## config.mk

```make
export PLATFORM = sky130hd
export DESIGN_NAME = updown_counter_flat
export DESIGN_NICKNAME = d
export VERILOG_FILES = /design/src/rtl/updown_counter_if.sv /design/src/rtl/updown_counter.sv /design/src/flat_wrapper.sv
export SDC_FILE = /design/constraint.sdc
export NUM_CORES = 1
export LEC_CHECK = 0
export BUFFER_PORTS_ARGS = -buffer_cell sky130_fd_sc_hd__buf_2
export CAP_MARGIN = 20
export CELL_PAD_IN_SITES_DETAIL_PLACEMENT = 0
export CELL_PAD_IN_SITES_GLOBAL_PLACEMENT = 2
export CORE_ASPECT_RATIO = 0.75
export CORE_MARGIN = 2
export CORE_UTILIZATION = 29
export DETAILED_ROUTE_END_ITERATION = 7
export PLACE_DENSITY_LB_ADDON = 0.2
export SKIP_LAST_GASP = 1
export SLEW_MARGIN = 20
export SYNTH_ARGS = -nofsm -noshare
export SYNTH_HDL_FRONTEND = slang
export SYNTH_SLANG_ARGS = --single-unit
```

## constraint.sdc

```tcl
create_clock -name clk -period 2.5 [get_ports clk]
set_input_delay 0.375 -clock clk [delete_from_list [all_inputs] [get_ports clk]]
set_output_delay 0.375 -clock clk [all_outputs]
set_load 0.1 [all_outputs]
```

## src/rtl/updown_counter_if.sv

```systemverilog
// Bus bundle for updown_counter: control requests in, count and status flags out.
// The counter connects to the slave side; whoever drives the requests uses master.
interface updown_counter_if #(
    parameter int unsigned WIDTH = 8
);
    logic             enable;
    logic             increment;
    logic             decrement;
    logic             load;
    logic [WIDTH-1:0] load_value;
    logic             sat_mode;
    logic             clear_flags;
    logic [WIDTH-1:0] count;
    logic             at_max;
    logic             at_min;
    logic             overflow;
    logic             underflow;
    logic             wrap_pulse;

    modport master (
        output enable, increment, decrement, load, load_value, sat_mode, clear_flags,
        input  count, at_max, at_min, overflow, underflow, wrap_pulse
    );

    modport slave (
        input  enable, increment, decrement, load, load_value, sat_mode, clear_flags,
        output count, at_max, at_min, overflow, underflow, wrap_pulse
    );
endinterface

```

## src/rtl/updown_counter.sv

```systemverilog
// Up/down counter with upper limit MAX_VAL, step STEP, wrap or saturate at the limits,
// sticky overflow/underflow flags and a one-cycle pulse after each wrap.
module updown_counter #(
    parameter int unsigned      WIDTH   = 8,
    parameter longint unsigned  MAX_VAL = (64'd1 << WIDTH) - 64'd1,
    parameter longint unsigned  STEP    = 1
) (
    input  logic               clk,
    input  logic               reset,
    updown_counter_if.slave    bus
);
    // One extra bit so count+STEP and count+MAX_VAL+1 never truncate before comparison.
    localparam int unsigned     EW       = WIDTH + 1;
    localparam logic [EW-1:0]   MAX_EXT  = EW'(MAX_VAL);
    localparam logic [EW-1:0]   WRAP_EXT = EW'(MAX_VAL + 64'd1);
    localparam logic [EW-1:0]   STEP_EXT = EW'(STEP);

    logic [WIDTH-1:0] r_count;
    logic             r_overflow;
    logic             r_underflow;
    logic             r_wrap_pulse;

    logic [EW-1:0]    w_count_ext;
    logic [EW-1:0]    w_load_ext;
    logic [EW-1:0]    w_sum;
    logic             w_inc_req;
    logic             w_dec_req;
    logic             w_ovf_evt;
    logic             w_udf_evt;
    logic [WIDTH-1:0] w_count_next;

    // NOTE: every signal driven here gets a default first, so no path leaves it unassigned and no latch is inferred.
    always_comb begin
        w_count_ext  = {1'b0, r_count};
        w_load_ext   = {1'b0, bus.load_value};
        w_sum        = w_count_ext + STEP_EXT;
        w_inc_req    = bus.enable && bus.increment && !bus.decrement && !bus.load;
        w_dec_req    = bus.enable && bus.decrement && !bus.increment && !bus.load;
        w_ovf_evt    = w_inc_req && (w_sum > MAX_EXT);
        w_udf_evt    = w_dec_req && (w_count_ext < STEP_EXT);
        w_count_next = r_count;

        if (bus.load) begin
            w_count_next = (w_load_ext > MAX_EXT) ? WIDTH'(MAX_EXT) : bus.load_value;
        end else if (w_inc_req) begin
            if (!w_ovf_evt)
                w_count_next = WIDTH'(w_sum);
            else if (bus.sat_mode)
                w_count_next = WIDTH'(MAX_EXT);
            else
                w_count_next = WIDTH'(w_sum - WRAP_EXT);
        end else if (w_dec_req) begin
            if (!w_udf_evt)
                w_count_next = WIDTH'(w_count_ext - STEP_EXT);
            else if (bus.sat_mode)
                w_count_next = '0;
            else
                w_count_next = WIDTH'(w_count_ext + WRAP_EXT - STEP_EXT);
        end
    end

    // NOTE: state updates use non-blocking assignments so every register samples pre-edge values.
    always_ff @(posedge clk) begin
        if (reset) begin
            r_count      <= '0;
            r_overflow   <= 1'b0;
            r_underflow  <= 1'b0;
            r_wrap_pulse <= 1'b0;
        end else begin
            r_count      <= w_count_next;
            r_wrap_pulse <= (w_ovf_evt || w_udf_evt) && !bus.sat_mode;
            // A limit crossing on the same edge beats clear_flags.
            if (w_ovf_evt)
                r_overflow <= 1'b1;
            else if (bus.clear_flags)
                r_overflow <= 1'b0;
            if (w_udf_evt)
                r_underflow <= 1'b1;
            else if (bus.clear_flags)
                r_underflow <= 1'b0;
        end
    end

    assign bus.count      = r_count;
    assign bus.at_max     = (r_count == WIDTH'(MAX_EXT));
    assign bus.at_min     = (r_count == '0);
    assign bus.overflow   = r_overflow;
    assign bus.underflow  = r_underflow;
    assign bus.wrap_pulse = r_wrap_pulse;
endmodule
```

## src/flat_wrapper.sv

```systemverilog
// flat-port wrapper written by rule: the top's interface ports become plain ports
module updown_counter_flat 
#(
    parameter int unsigned      WIDTH   = 8,
    parameter longint unsigned  MAX_VAL = (64'd1 << WIDTH) - 64'd1,
    parameter longint unsigned  STEP    = 1
)
  (clk, reset, bus_enable, bus_increment, bus_decrement, bus_load, bus_load_value, bus_sat_mode, bus_clear_flags, bus_count, bus_at_max, bus_at_min, bus_overflow, bus_underflow, bus_wrap_pulse);
  updown_counter_if #(.WIDTH(WIDTH)) bus_i ();
  input  logic clk;
  input  logic reset;
  input wire logic [$bits(bus_i.enable)-1:0] bus_enable;
  input wire logic [$bits(bus_i.increment)-1:0] bus_increment;
  input wire logic [$bits(bus_i.decrement)-1:0] bus_decrement;
  input wire logic [$bits(bus_i.load)-1:0] bus_load;
  input wire logic [$bits(bus_i.load_value)-1:0] bus_load_value;
  input wire logic [$bits(bus_i.sat_mode)-1:0] bus_sat_mode;
  input wire logic [$bits(bus_i.clear_flags)-1:0] bus_clear_flags;
  output wire logic [$bits(bus_i.count)-1:0] bus_count;
  output wire logic [$bits(bus_i.at_max)-1:0] bus_at_max;
  output wire logic [$bits(bus_i.at_min)-1:0] bus_at_min;
  output wire logic [$bits(bus_i.overflow)-1:0] bus_overflow;
  output wire logic [$bits(bus_i.underflow)-1:0] bus_underflow;
  output wire logic [$bits(bus_i.wrap_pulse)-1:0] bus_wrap_pulse;
  assign bus_i.enable = bus_enable;
  assign bus_i.increment = bus_increment;
  assign bus_i.decrement = bus_decrement;
  assign bus_i.load = bus_load;
  assign bus_i.load_value = bus_load_value;
  assign bus_i.sat_mode = bus_sat_mode;
  assign bus_i.clear_flags = bus_clear_flags;
  assign bus_count = bus_i.count;
  assign bus_at_max = bus_i.at_max;
  assign bus_at_min = bus_i.at_min;
  assign bus_overflow = bus_i.overflow;
  assign bus_underflow = bus_i.underflow;
  assign bus_wrap_pulse = bus_i.wrap_pulse;
  updown_counter #(.WIDTH(WIDTH), .MAX_VAL(MAX_VAL), .STEP(STEP)) u_core (.clk(clk), .reset(reset), .bus(bus_i));
endmodule
```

== Word-level counts from Yosys, hierarchy flattened ==
Index checks and enable logic that the tools add are counted.
Word-level totals
  bits in registers: 11
  logic and storage cells: 40
Cells by class
  $add $sub $neg: 5
  $lt $le $gt $ge: 2
  equal/unequal tests: 1
  multiplexer cells: 10
  reductions and logical operators: 18
Operator list (count)
  $mux W8: 7
  $sub A8 B1 Y8 const B: 3
  $add A8 B1 Y9 const B: 1
  $gt A9 B8 Y1 const B: 1
  $logic_and A1 B1 Y1: 9
  $add A8 B1 Y8 const B: 1
  $eq A8 B8 Y1 const B: 1
  $logic_not A8 Y1: 1
  $lt A8 B1 Y1 const B: 1
  $logic_not A1 Y1: 4
  $reduce_bool A2 Y1: 2
  $mux W1: 3
  $reduce_bool A3 Y1: 1
  $logic_or A1 B1 Y1: 1

== Longest topological paths before layout ==
Gate-level depths: netlist (run 1).
  depth after elaboration: 8
  depth in mapped cells: 9
  depth with buffers taken out: 8

== Worst setup path after synthesis (run 1) ==
No wires, ideal clock.
  path type: register -> output
  from: register u_core.r_count[1], in the netlist u_core.bus.count[1]
  to: output port bus_at_max
  arrival: 3.030 ns
  path slack: -0.905 ns
  stages on the path, launching flop included: 5
  cells stage by stage: dfxtp_1 -> ha_1 -> clkbuf_1 -> nand3_1 -> nor2_1
Between the ends
  cells in the longest elaborated chain, start to end: 1
Ends and longest elaborated chain
  from (decl): line updown_counter.sv:18  | logic [WIDTH-1:0] r_count;
  from (signal assigned): line updown_counter.sv:70  | r_count <= w_count_next;
  $eq A8 B8 Y1: line updown_counter.sv:85  | assign bus.at_max = (r_count == WIDTH'(MAX_EXT));
  to (decl): line flat_wrapper.sv:20  | output wire logic [$bits(bus_i.at_max)-1:0] bus_at_max;
No other way between the ends.

== Worst setup path after layout (run 1) ==
  from: register u_core.r_count[3], in the netlist u_core.bus.count[3]
  to: output port bus_at_max
The elaborated chain is that of the path after synthesis.

==> reports/qor.yml, run 1 <==
crit_slowest_cell: "dfxtp_1"
core_area_mm2: 0.00338
path_cells: "and3_1 > nand3_1 > nor2_4 > buf_2"
grt_max_degree: 16
via_per_inst: 5.30
hpwl_um: 2330
io_pins: 29
p_per_area_mw_per_mm2: 558
postCtsHoldBufs: 0
synth_warnings: 0
syn_inst: 133
drc: 0
p_seq_share_pct: 30.7
rows: 18
status: "complete, no violations"
ys_seq_area_share_pct: 21.1
mostFrequentLayoutCells: "buf_2 (28), a21oi_1 (15), inv_1 (11), nand2_1 (9), dfxtp_1 (9)"
layout_min_cycle_time_ns: 2.24
setup_viol: 0
crit_buf_inv: 1
fin_nets: 181
ctsResizeCount: 0
p_comb_share_pct: 42.5
cp_top_family: "flip-flops"
path_max_fanout: 15
cts_tree: "built"
insertion_delay_ns: 0.25
portBuffers: 28
tns_ns: 0
synthArstFlopShare_pct: 0
synth_seq_cells: 11
relSlewSlack_pct: 67.3
rsz0062_at_grt: "false"
fin_util_pct: 37.9
finalHoldViolCount: 0
gp_congestion: 0.750
synth_top_area_cell: "dfxtp_1"
max-cap-violations: 0
fin_crit_sh_pct: 89.7
clk_pin_slew_ns: 0.06
start_util_pct: 31.0
synth_edf_count: 0
p_leak_nw: 0.565
switching_share_pct: 44.4
hp-class: "in -> reg"
worstMarginPinSlew_ns: 0.487
dieHeight_um: 56.0
diodes: 0
grt_pass1_wl_um: 5060
peakVddDrop_uv: 288
wl_um: 3110
grt_overflow: 0
ant_nets: 0
synthFlopType: "dfxtp_1"
clkPwrFrac_pct: 26.8
totalPowerFinal_w: 0.000713
syn_area_mm2: 0.00105
max_freq_mhz: 446
drt-wirelength-per-cell_um: 15.6
cts-root-buf: "clkbuf_8"
startpoint_type: "register"
clk_path_buf_depth: 2
drtPass1Iterations: 4
end_kind: "primary output"
antenna_found_initial: 0
vias: 1059
synthTopCellsByArea: "dfxtp_1 (21%), a21oi_1 (7.2%), o221a_1 (6.5%), ha_1 (4.8%), xnor2_1 (4.2%)"
area_growth_pct: 22.2
synth_cell_types: 45
htreeDepth: 1
intPower_w: 0.000397
syn_avg_cell_area_um2: 7.86
synth_top_area_share_pct: 21.1
syn-num-nets: 153
drive_gt1_share_pct: 31.3
required_ns: 2.12
slew_violations: 0
grt_pass1_vias: 987
fp.dieArea_mm2: 0.00411
grt_usage_pct: 16.0
skew_ns: 0.00216
numClockSinks: 11
cpPeakStageDelay_ns: 0.62
first_iter_violations: 36
final_common_cell: "buf_2"
critPathArrivalTime_ns: 1.87
crit_type: "reg -> out"
p_sw_w: 0.000316
cts_made_buffers: 3
die_w_um: 73.4
cts_setup_buffers: 0
==> layer usage <==
layer / track usage (%) / share of wire (%)
met4: 3.38 / 0.96
met1: 22.5 / 50
met3: 4.35 / 5.5
met2: 24.3 / 44
met5: 0 / 0
==> cell usage after synthesis (4+ instances only) <==
| master | n |
|---|---|
| nor3_1 | 4 |
| clkbuf_1 | 5 |
| o221a_1 | 6 |
| nand2_1 | 9 |
| inv_1 | 11 |
| nor2_1 | 7 |
| ha_1 | 4 |
| dfxtp_1 | 11 |
| xor2_1 | 5 |
| buf_2 | 4 |
| a21oi_1 | 15 |
| xnor2_1 | 5 |
| nand3_1 | 6 |
==> final timing paths <==
path / cells past startpoint / end / startpoint / slack (ns)
worst max-delay path: 4 / bus_at_max / u_core.bus.count[3]$_SDFFE_PP0P_ / 0.26
worst min-delay path: 2 / u_core.bus.wrap_pulse$_SDFF_PP0_ / bus_sat_mode / 0.31
worst max register to register: 6 / u_core.bus.count[3]$_SDFFE_PP0P_ / u_core.bus.count[3]$_SDFFE_PP0P_ / 0.34
worst min register to register: 2 / u_core.bus.underflow$_SDFFE_PP0P_ / u_core.bus.underflow$_SDFFE_PP0P_ / 0.47
==> final cells by class <==
class	instances	area (um^2)
clock buffers	4	45.0
fillers	367	2100
inverters	11	41.3
multi-input cells	101	742
flip-flops and latches	11	223
well taps	40	50.0
repair buffers	33	178
==> flip-flops by register name, indices dropped and copies added (netlist names) <==
| register | cells |
|---|---|
| u_core.bus.wrap_pulse | 1 |
| u_core.bus.underflow | 1 |
| u_core.bus.count | 8 |
| u_core.bus.overflow | 1 |
==> logic make-up after synthesis <==
logic type | synth area share, %
buf+inv | 8.73
compound gates | 31.1
xor+xnor | 8.37
fa+ha+maj | 4.78
simple gates | 26.0
flops | 21.1
==> power groups by stage <==
stage          Combinational (W)  Clock, W  Sequential, W
2_1_floorplan           0.000156         0       0.000300
3_3_place_gp            0.000305         0       0.000222
3_5_place_dp            0.000303         0       0.000223
4_1_cts                 0.000305  0.000191       0.000219
5_1_grt                 0.000327  0.000203       0.000222
6_report                0.000303  0.000191       0.000219
==> through the flow <==
stage / cell area (um^2) / hold WS (ns) / instances / worst slack [ns]
floorplan: 1060 / 0.453 / 133 / 0.0259
global placement: 1230 / 0.456 / 196 / 0.292
detailed placement: 1230 / 0.464 / 196 / 0.269
CTS: 1280 / 0.313 / 200 / 0.246
global route: 1280 / 0.317 / 200 / 0.130
finish: 1280 / 0.315 / 200 / 0.258
Note: power is estimated with default switching activity, not from simulation.
==> run 2: changes to the inputs <==
--- a/config.mk
+++ b/config.mk
@@ -12,7 +12,9 @@
 export CORE_ASPECT_RATIO = 0.75
 export CORE_MARGIN = 2
 export CORE_UTILIZATION = 29
+export CTS_CLUSTER_SIZE = 24
 export DETAILED_ROUTE_END_ITERATION = 7
+export MAX_ROUTING_LAYER = met4
 export PLACE_DENSITY_LB_ADDON = 0.2
 export SKIP_LAST_GASP = 1
 export SLEW_MARGIN = 20
==> constraint.sdc (replaced) <==
create_clock -name clk -period 2.5 [get_ports clk]
set_input_delay 0.375 -clock clk [delete_from_list [all_inputs] [get_ports clk]]
set_output_delay 0.375 -clock clk [all_outputs]
set_load 0.005 [all_outputs]
==> reports/qor.yml, run 2 (synthesized netlist as in run 1, its figures left out) <==
status: "complete, no violations"  # unchanged
end_kind: "register"  # was primary output
r2r-end: "u_core.bus.count[3]$_SDFFE_PP0P_"  # unchanged
start_util_pct: 31.0  # unchanged
mostFrequentLayoutCells: "buf_2 (28), a21oi_1 (15), inv_1 (11), dfxtp_1 (10), nand2_1 (9)"  # was buf_2 (28), a21oi_1 (15), inv_1 (11), nand2_1 (9), dfxtp_1 (9)
gp_congestion: 0.795  # was 0.750
drtPass1Iterations: 4  # unchanged
cts-root-buf: "clkbuf_8"  # unchanged
core_area_mm2: 0.00338  # unchanged
diodes: 0  # unchanged
critPathArrivalTime_ns: 2.32  # was 1.87 ns
crit_buf_inv: 1  # unchanged
slew_violations: 0  # unchanged
fin_crit_sh_pct: 85.4  # was 89.7%
portBuffers: 28  # unchanged
relSlewSlack_pct: 69.5  # was 67.3%
skew_ns: 0.00575  # was 0.00216 ns
hold-path-endpoint: "u_core.bus.wrap_pulse$_SDFF_PP0_"  # unchanged
rsz0062_at_grt: "false"  # unchanged
area_growth_pct: 21.4  # was 22.2%
path_cells: "inv_1 > ha_1 > nor3b_1 > nand4_1 > nand2_2 > o41a_1 > o211ai_1 > o221a_1"  # was and3_1 > nand3_1 > nor2_4 > buf_2
crit_slowest_cell: "dfxtp_2"  # was dfxtp_1
antenna_found_initial: 0  # unchanged
p_per_area_mw_per_mm2: 476  # was 558 mW/mm^2
grt_usage_pct: 16.4  # was 16.0%
ant_nets: 0  # unchanged
p_leak_nw: 0.565  # about the same
setup_viol: 0  # unchanged
worstMarginPinSlew_ns: 0.452  # was 0.487 ns
max_freq_mhz: 469  # was 446 MHz
cp_top_family: "compound AO/OA/AOI/OAI gates"  # was flip-flops
die_w_um: 73.4  # unchanged
rows: 18  # unchanged
hp-class: "in -> reg"  # unchanged
r2r-start: "u_core.bus.count[0]$_SDFFE_PP0P_"  # was u_core.bus.count[3]$_SDFFE_PP0P_
crit_type: "reg -> reg"  # was reg -> out
final_common_cell: "buf_2"  # unchanged
required_ns: 2.69  # was 2.12 ns
drive_gt1_share_pct: 30.0  # was 31.3%
layout_min_cycle_time_ns: 2.13  # was 2.24 ns
cts_setup_buffers: 0  # unchanged
htreeDepth: 1  # unchanged
finalHoldViolCount: 0  # unchanged
hold_start: "bus_sat_mode"  # unchanged
first_iter_violations: 77  # was 36
tns_ns: 0  # unchanged
ff2ff_setup_slack_ns: 0.37  # was 0.34 ns
numClockSinks: 11  # unchanged
peakVddDrop_uv: 173  # was 288 uV
postCtsHoldBufs: 0  # unchanged
cpPeakStageDelay_ns: 0.44  # was 0.62 ns
grt_max_degree: 16  # unchanged
setup_ws_ns: 0.366  # was 0.258 ns
insertion_delay_ns: 0.24  # was 0.25 ns
cts_tree: "built"  # unchanged
grt_pass1_vias: 1006  # was 987
max-cap-violations: 0  # unchanged
drc: 0  # unchanged
clk_pin_slew_ns: 0.06  # about the same
preCtsSetupSlack_ns: 0.191  # was 0.269 ns
wl_um: 3090  # was 3110 um
fp.dieArea_mm2: 0.00411  # unchanged
fin_nets: 181  # unchanged
grt_pass1_wl_um: 5060  # unchanged
holdPathStages: 2  # unchanged
ctsResizeCount: 0  # unchanged
path_max_fanout: 12  # was 15
cts_made_buffers: 3  # unchanged
vias: 1081  # was 1059
via_per_inst: 5.41  # was 5.30
io_pins: 29  # unchanged
hpwl_um: 2360  # was 2330 um
grt_overflow: 0  # unchanged
startpoint_type: "register"  # unchanged
drt-wirelength-per-cell_um: 15.4  # was 15.6 um
reg2reg_depth: 8  # was 6
dieHeight_um: 56.0  # unchanged
clk_path_buf_depth: 2  # unchanged
largest_reg_flops: 8  # unchanged
-- run 2: cell types whose count changed in the layout (fill, tap and decap cells not counted) --
| cell | before | now |
|---|---|---|
| dfxtp_1 | 9 | 10 |
| dfxtp_2 | 2 | 1 |
| nor2_1 | 6 | 7 |
| nor2_4 | 1 | 0 |
-- run 2: stage by stage --
stage / utilization (%) / total power [W] / instances / hold slack [ns] / cell area (um^2)
after CTS: 37.6 / 0.000610 / 200 / 0.318 / 1270
after detailed placement: 36.2 / 0.000420 / 196 / 0.469 / 1220
after global placement: 36.2 / 0.000422 / 196 / 0.457 / 1220
after floorplan: - / 0.000352 / 133 / 0.453 / 1050
final: 37.6 / 0.000604 / 200 / 0.326 / 1270
after global routing: 37.6 / 0.000646 / 200 / 0.335 / 1270
-- run 2: final cells by class --
cell class | count | area [um^2]
Clock buffer | 4 | 45.0
Sequential cell | 11 | 221
Multi-Input combinational cell | 101 | 734
Tap cell | 40 | 50.0
Timing Repair Buffer | 33 | 178
Inverter | 11 | 41.3
Fill cell | 374 | 2110
-- run 2: worst max path at each step --
stage | start | to | slack, ns | cells past startpoint
after detailed placement | u_core.bus.count[0]$_SDFFE_PP0P_ | u_core.bus.count[3]$_SDFFE_PP0P_ | 0.19 | 8
after floorplan | u_core.bus.count[0]$_SDFFE_PP0P_ | u_core.bus.count[2]$_SDFFE_PP0P_ | 0.44 | 9
after CTS | u_core.bus.count[0]$_SDFFE_PP0P_ | u_core.bus.count[3]$_SDFFE_PP0P_ | 0.18 | 8
final | u_core.bus.count[0]$_SDFFE_PP0P_ | u_core.bus.count[3]$_SDFFE_PP0P_ | 0.37 | 8
after global routing | u_core.bus.count[0]$_SDFFE_PP0P_ | u_core.bus.count[3]$_SDFFE_PP0P_ | 0.17 | 8
after global placement | u_core.bus.count[0]$_SDFFE_PP0P_ | u_core.bus.count[3]$_SDFFE_PP0P_ | 0.17 | 8
-- run 2: layer usage --
| layer | global-route usage, % | up-vias | routed length (um) |
|---|---|---|---|
| met4 | 3.90 | 0 | 29 |
| met1 | 22.3 | 512 | 1550 |
| met5 | - | - | 0 |
| li1 | - | 543 | - |
| met3 | 3.80 | 4 | 129 |
| met2 | 24.7 | 22 | 1380 |
-- run 2: power breakdown --
| group | switching [W] | internal [W] |
|---|---|---|
| registers | 0.0000262 | 0.000189 |
| logic | 0.000107 | 0.0000948 |
| clock network | 0.0000754 | 0.000113 |
| total | 0.000208 | 0.000396 |
